**src/rtl/booth_mult.sv**
```systemverilog
// booth_mult: iterative radix-2 Booth signed 32x32 multiplier.
// Drives an external 32-bit adder each RUN cycle and folds its sum back into
// the 65-bit product register {HI, LO, q_1} with an arithmetic right shift.
module booth_mult (
    input  logic        clock,
    input  logic        resetn,
    input  logic        ctrl_MULT,
    input  logic [31:0] data_operandA,
    input  logic [31:0] data_operandB,
    output logic [31:0] data_result,
    output logic        data_exception,
    output logic        data_resultRDY,
    output logic [31:0] add_a,
    output logic [31:0] add_b,
    output logic        add_cin,
    input  logic [31:0] add_sum,
    input  logic        add_overflow
);

    typedef enum logic [1:0] {
        IDLE = 2'd0,
        RUN  = 2'd1,
        DONE = 2'd2
    } state_t;

    state_t      r_state;
    logic [31:0] r_m;
    logic [31:0] r_hi;
    logic [31:0] r_lo;
    logic        r_q1;
    logic [4:0]  r_cnt;
    logic [31:0] r_result;
    logic        r_exc;
    logic        r_rdy;

    logic        w_sign;
    logic [31:0] w_hi_nxt;
    logic [31:0] w_lo_nxt;
    logic        w_exc_nxt;

    // Adder operand select from registered state only; zero outside RUN
    always_comb begin
        add_a   = 32'd0;
        add_b   = 32'd0;
        add_cin = 1'b0;
        if (r_state == RUN) begin
            add_a = r_hi;
            case ({r_lo[0], r_q1})
                2'b01: begin
                    add_b   = r_m;
                end
                2'b10: begin
                    add_b   = ~r_m;
                    add_cin = 1'b1;
                end
                default: begin
                    add_b   = 32'd0;
                end
            endcase
        end
    end

    // The adder's sign bit is wrong on overflow; XOR restores the true
    // 33-bit sign so the arithmetic shift stays exact for -2^31 operands.
    assign w_sign    = add_sum[31] ^ add_overflow;
    assign w_hi_nxt  = {w_sign, add_sum[31:1]};
    assign w_lo_nxt  = {add_sum[0], r_lo[31:1]};
    assign w_exc_nxt = (w_hi_nxt != {32{w_lo_nxt[31]}});

    // Control FSM, product register update and registered result outputs
    always_ff @(posedge clock or negedge resetn) begin
        if (!resetn) begin
            r_state  <= IDLE;
            r_m      <= 32'd0;
            r_hi     <= 32'd0;
            r_lo     <= 32'd0;
            r_q1     <= 1'b0;
            r_cnt    <= 5'd0;
            r_result <= 32'd0;
            r_exc    <= 1'b0;
            r_rdy    <= 1'b0;
        end else begin
            case (r_state)
                RUN: begin
                    r_hi  <= w_hi_nxt;
                    r_lo  <= w_lo_nxt;
                    r_q1  <= r_lo[0];
                    r_cnt <= r_cnt + 5'd1;
                    if (r_cnt == 5'd31) begin
                        r_state  <= DONE;
                        r_result <= w_lo_nxt;
                        r_exc    <= w_exc_nxt;
                        r_rdy    <= 1'b1;
                    end
                end
                default: begin
                    // IDLE and DONE both accept a new start
                    r_rdy <= 1'b0;
                    if (ctrl_MULT) begin
                        r_state <= RUN;
                        r_m     <= data_operandA;
                        r_hi    <= 32'd0;
                        r_lo    <= data_operandB;
                        r_q1    <= 1'b0;
                        r_cnt   <= 5'd0;
                    end else begin
                        r_state <= IDLE;
                    end
                end
            endcase
        end
    end

    assign data_result    = r_result;
    assign data_exception = r_exc;
    assign data_resultRDY = r_rdy;

endmodule

```
**config.mk**
```make
export PLATFORM = sky130hd
export DESIGN_NAME = booth_mult
export DESIGN_NICKNAME = d
export VERILOG_FILES = /design/src/rtl/booth_mult.sv
export SDC_FILE = /design/constraint.sdc
export NUM_CORES = 1
export LEC_CHECK = 0
export ABC_AREA = 1
export CAP_MARGIN = 15
export CORE_MARGIN = 1.5
export CORE_UTILIZATION = 47
export DETAILED_ROUTE_END_ITERATION = 16
export GPL_ROUTABILITY_DRIVEN = 0
export PLACE_DENSITY = 0.89
export SYNTH_ARGS = -nofsm -noshare
export SYNTH_HDL_FRONTEND = slang
export SYNTH_SLANG_ARGS = --single-unit
```
**constraint.sdc**
```tcl
create_clock -name clock -period 2.15 [get_ports clock]
set_clock_uncertainty 0.15 [all_clocks]
set_input_delay 0.43 -clock clock [delete_from_list [all_inputs] [get_ports clock]]
set_output_delay 0.43 -clock clock [all_outputs]
set_load 0.02 [all_outputs]
```
Word-level counts from Yosys, hierarchy flattened

Cells that the tools add are included.

Bits in writable memories: 0
Register bits: 138
Logic and storage cells: 40
Input port bits: 100
Latch bits: 0
Memory bits (read-only): 0
Output and inout bits: 99
Memories: 0

Shifts and indexed selects: 0
Reductions and logical operators: 3
$add $sub $neg: 1
Div/mod/pow operators: 0
Bitwise logic cells: 3
Mux-type cells: 18
Multiply operators: 0
Magnitude comparators: 0
Eq/ne operators: 6

Operator list:

| cell                                                | number |
|---|---|
| two-way mux 32 bit                                  | 6 |
| one-hot mux 32 bit (2 select lines)                 | 1 |
| != test 32 bit                                      | 1 |
| inverter 32 bit                                     | 1 |
| two-way mux 5 bit                                   | 2 |
| two-way mux 1 bit                                   | 7 |
| adder 5 x 1 -> 5 bit, second input constant         | 1 |
| equality test 5 bit, second input constant          | 1 |
| equality test 2 x 1 -> 1 bit, second input constant | 2 |
| two-way mux 2 bit                                   | 2 |
| AND reduction 2 bit                                 | 2 |
| equality test 2 bit, second input constant          | 1 |
| != test 2 x 1 -> 1 bit, second input constant       | 1 |
| nonzero test 2 bit                                  | 1 |
| inverter 1 bit                                      | 1 |
| XOR 1 bit                                           | 1 |

Longest topological paths before layout

Word-level depth: 3
Depth in mapped cells: 9
Gate-level depth less buffers: 9

Worst setup path before layout

No wires, ideal clock.

Path kind: reg-to-output
Start point: register, netlist name data_resultRDY
End point: output add_cin
Arrival time: 1.518 ns
Cell stages (with the launch flop): 6
Slack: 0.052 ns
Buffers on the path: 2
Data required time: 1.570 ns
Cells stage by stage: dfrtp_1 nor2_4 inv_2 buf_2 buf_2 nor3_1

RTL lines:

| what          | line | source |
|---|---|---|
| end, declared | 15   | `output logic add_cin,` |

Worst setup path in the final report

Start point: register r_q1
End point: output add_b[4]

Word-level cells in the longest chain between the ends: 3
Elaborated cells on any way between the ends: 4
Those cells by class: 2 x eq/ne; 2 x mux

Ends and longest elaborated chain:

| what                                                                       | line | source |
|---|---|---|
| start, declared                                                            | 30   | `logic r_q1;` |
| start signal, assigned                                                     | 87   | `r_q1 <= r_lo[0];` |
| equality test 2 bit / equality test 2 x 1 -> 1 bit (equally long branches) | 48   | `case ({r_lo[0], r_q1})` |
| one-hot mux 32 bit (2 select lines) *                                      | 48   |  |
| two-way mux 32 bit *                                                       | 46   | `if (r_state == RUN) begin` |
| end, declared                                                              | 14   | `output logic [31:0] add_b,` |

Every way passes the cells marked *; elsewhere a longest branch is shown, timed or not.

==> metrics.cfg <==
[outcome]
status = complete, but fails checks
violations = setup timing

[yosys]
yosysWarnings = 0
avgSynthCellArea_um2 = 8.559
netlist_instances = 728
yosysTopAreaCellShare = 0.5502
yosysTopAreaCell = dfrtp_1
netlist_area_um2 = 6231
ys.flop_type = dfrtp_1
synth_area_leaders = dfrtp_1 (55%), nand2_1 (13%), o21ai_0 (5.3%)
synth-seq-cells = 137
async_flop_share = 1.000
ys_seq_area_frac = 0.5502
synth.most_common_cell = nand2_1
ys_types = 26
yosys-top-cells-count = nand2_1 (221), dfrtp_1 (137), inv_1 (79), o21ai_0 (66), nor2_1 (60)
syn_nets = 830
synth_edf_count = 0

[floorplanning]
core_um2 = 12770
dieHeight_um = 118.1
fp.dieW_um = 118.1
num_io_pins = 199
start_util = 0.4878
placementRows = 41
die_area_um2 = 13960

[setup_path]
cp_slowest_cell = dfrtp_1
r2r_setup_slack_ps = 170
max_stage_delay_ps = 420
timing.rr.start = data_resultRDY
worstPathArrival_ps = 1640
cp-end-kind = output pin
r2r_cells = 7
r2r-end = data_result[25]
critPathKind = register to output pin
cp_cell_sequence = nor2_4 > buf_12 > buf_16 > o21ai_2 > a21oi_2 > buf_4
critPathRequiredTime_ps = 1570
path_max_fanout = 8
start_kind = register

[cts]
clk_pin_slew_worst_paths_ps = 60
clockBufferDepth = 2
clk_latency_ps = 420
clock-sinks = 137
cts-root-buf = clkbuf_16
cts_made_buffers = 17
cts_tree = yes
h-tree-depth = 4

[global_route]
grt-ovfl-total = 0
grt_pass1_vias = 5661
grt_max_degree = 65
grt.total_usage = 0.2586
grt_pass1_wl_um = 28570
antenna_found_initial = 0

[timing]
worst_pin_slew_ps = 506.5
hold_ws_ps = 309.8
post-route-period-util = 1.035
period_needed_ps = 2225
relSlewSlack = 0.6623
setup_ws_ps = -74.95
finalSetupTns_ps = -1502
grt_setup_unrepaired = true
fmax_mhz = 449.4
final_hold_viol_count = 0
slew_viol_final = 0
setup_viol = 32

[routing]
wl_per_cell_um = 16.19
drt_wl_total_um = 18080
via_per_inst = 5.209
drc = 0
drt-pass1-iter-count = 7
drtIter0Drc = 575
via_count = 5818
drtAntennaViolNets = 0

[pwr]
p_sw_mw = 6.007
leakagePower_nw = 4.483
combPwrFrac = 0.516
pwr-share-clk = 0.204
p_sw_frac = 0.3977
p_per_area_nw_per_um2 = 1606
ir_worst_vdd_mv = 1.183
seq_power_share = 0.280
power.internal_mw = 9.098

[final_layout]
area_growth_pct = 50.92
fill_cells = 878
fin_cells = 1117
drive_gt1_frac = 0.2190
fin_util = 0.7362
num_antenna_cells = 0
nNetsFinal = 1035

[min_path]
hp-class = input pin to async pin

[placed_design]
port_buffers = 198
place_worst_setup_slack_ps = -103.4
dp_cells = 1076
dp_hpwl_um = 11260

[job]
drv_cap = 0

-- repair_timing --
item	CTS	global route
hold endpoints to repair	30	0
cloned	5	2
setup buffers	2	0
hold buffers	1	0
pin swaps	2	1
endpoints found under the setup margin	67	68
gates resized for setup	333	99
-- cell usage in the layout, fill, tap and decap left out, types with 2 or more instances in the layout --
| cell type | synthesis | layout |
|---|---|---|
| a21oi_1 | 34 | 9 |
| a21oi_2 | 0 | 25 |
| a22o_1 | 2 | 2 |
| buf_12 | 0 | 10 |
| buf_16 | 0 | 4 |
| buf_2 | 22 | 7 |
| buf_4 | 1 | 62 |
| buf_6 | 6 | 11 |
| bufinv_16 | 0 | 4 |
| clkbuf_1 | 11 | 3 |
| clkbuf_16 | 0 | 19 |
| clkbuf_8 | 0 | 3 |
| clkdlybuf4s50_1 | 0 | 131 |
| clkinv_2 | 0 | 3 |
| dfrtp_1 | 137 | 137 |
| ha_1 | 2 | 2 |
| inv_1 | 79 | 78 |
| inv_2 | 3 | 4 |
| nand2_1 | 221 | 219 |
| nand2_2 | 1 | 2 |
| nand3_1 | 3 | 3 |
| nand3b_1 | 2 | 2 |
| nor2_1 | 60 | 58 |
| nor2_4 | 1 | 2 |
| nor3_1 | 3 | 3 |
| o21ai_0 | 66 | 34 |
| o21ai_1 | 26 | 29 |
| o21ai_2 | 0 | 24 |
| o21ai_4 | 0 | 5 |
| o221ai_1 | 16 | 16 |
| o221ai_2 | 16 | 16 |
| o22ai_1 | 10 | 10 |
| or2_4 | 1 | 2 |
-- power by group through the flow --
stage | registers, mW | logic [mW] | clock network, mW
after floorplan | 4.33 | 3.68 | 0
after global placement | 4.07 | 6.85 | 0
after detailed placement | 4.13 | 6.97 | 0
after CTS | 4.14 | 7.00 | 3.11
after global routing | 4.33 | 8.36 | 3.25
final | 4.23 | 7.79 | 3.08
-- worst max-delay path by stage --
stage | start | to | cells past startpoint
finish | r_q1 | add_b[4] | 6
detailed placement | ctrl_MULT | r_cnt[1] | 4
CTS | r_lo[0] | add_b[0] | 7
floorplan | data_resultRDY | add_cin | 5
global route | data_resultRDY | add_b[22] | 5
global placement | ctrl_MULT | r_cnt[4] | 4
-- routing by layer --
metal,GRT usage,part of all wire,vias to the layer above
met5,0,0,-
met4,0.1227,0.032,0
met3,0.06515,0.053,44
met2,0.4135,0.49,210
met1,0.3296,0.43,2794
li1,-,-,2770
-- logic make-up after synthesis --
family,synth area share
adders and majority gates,0.004015
and+or+nand+nor,0.1817
DFF,0.5502
AOI/OAI and AO/OA,0.1751
buffers and inverters,0.08755
xor gates and xnor gates,0.001406
-- stage by stage --
step / cell area, µm² / power, mW
2_1_floorplan: 6231 / 8.006
3_3_place_gp: 8464 / 10.92
3_5_place_dp: 8464 / 11.10
4_1_cts: 9057 / 14.25
5_1_grt: 9404 / 15.94
6_report: 9404 / 15.10
-- critical path, delay by kind of cell, from the launching register on --
family	cells	cell delay, ps
buf+inv	3	430
flops	1	420
compound gates	2	200
simple gates	1	170
-- area by class of cell --
| type | instances | area [µm²] | area share |
|---|---|---|---|
| Clock buffer | 23 | 478.0 | 0.05082 |
| Clock inverter | 8 | 142.6 | 0.01517 |
| Inverter | 82 | 307.8 | 0.03273 |
| Multi-Input combinational cell | 467 | 2526 | 0.2686 |
| Sequential cell | 137 | 3428 | 0.3646 |
| Tap cell | 172 | 215.2 | 0.02288 |
| Timing Repair Buffer | 228 | 2306 | 0.2452 |
-- registers in the layout (all words and copies together), names as in the netlist --
| signal | flops |
|---|---|
| data_result | 32 |
| r_hi | 32 |
| r_lo | 32 |
| r_m | 32 |
| r_cnt | 5 |
| data_exception | 1 |
| data_resultRDY | 1 |
| r_q1 | 1 |
| r_state | 1 |
Power figures use the tool's default switching activity.
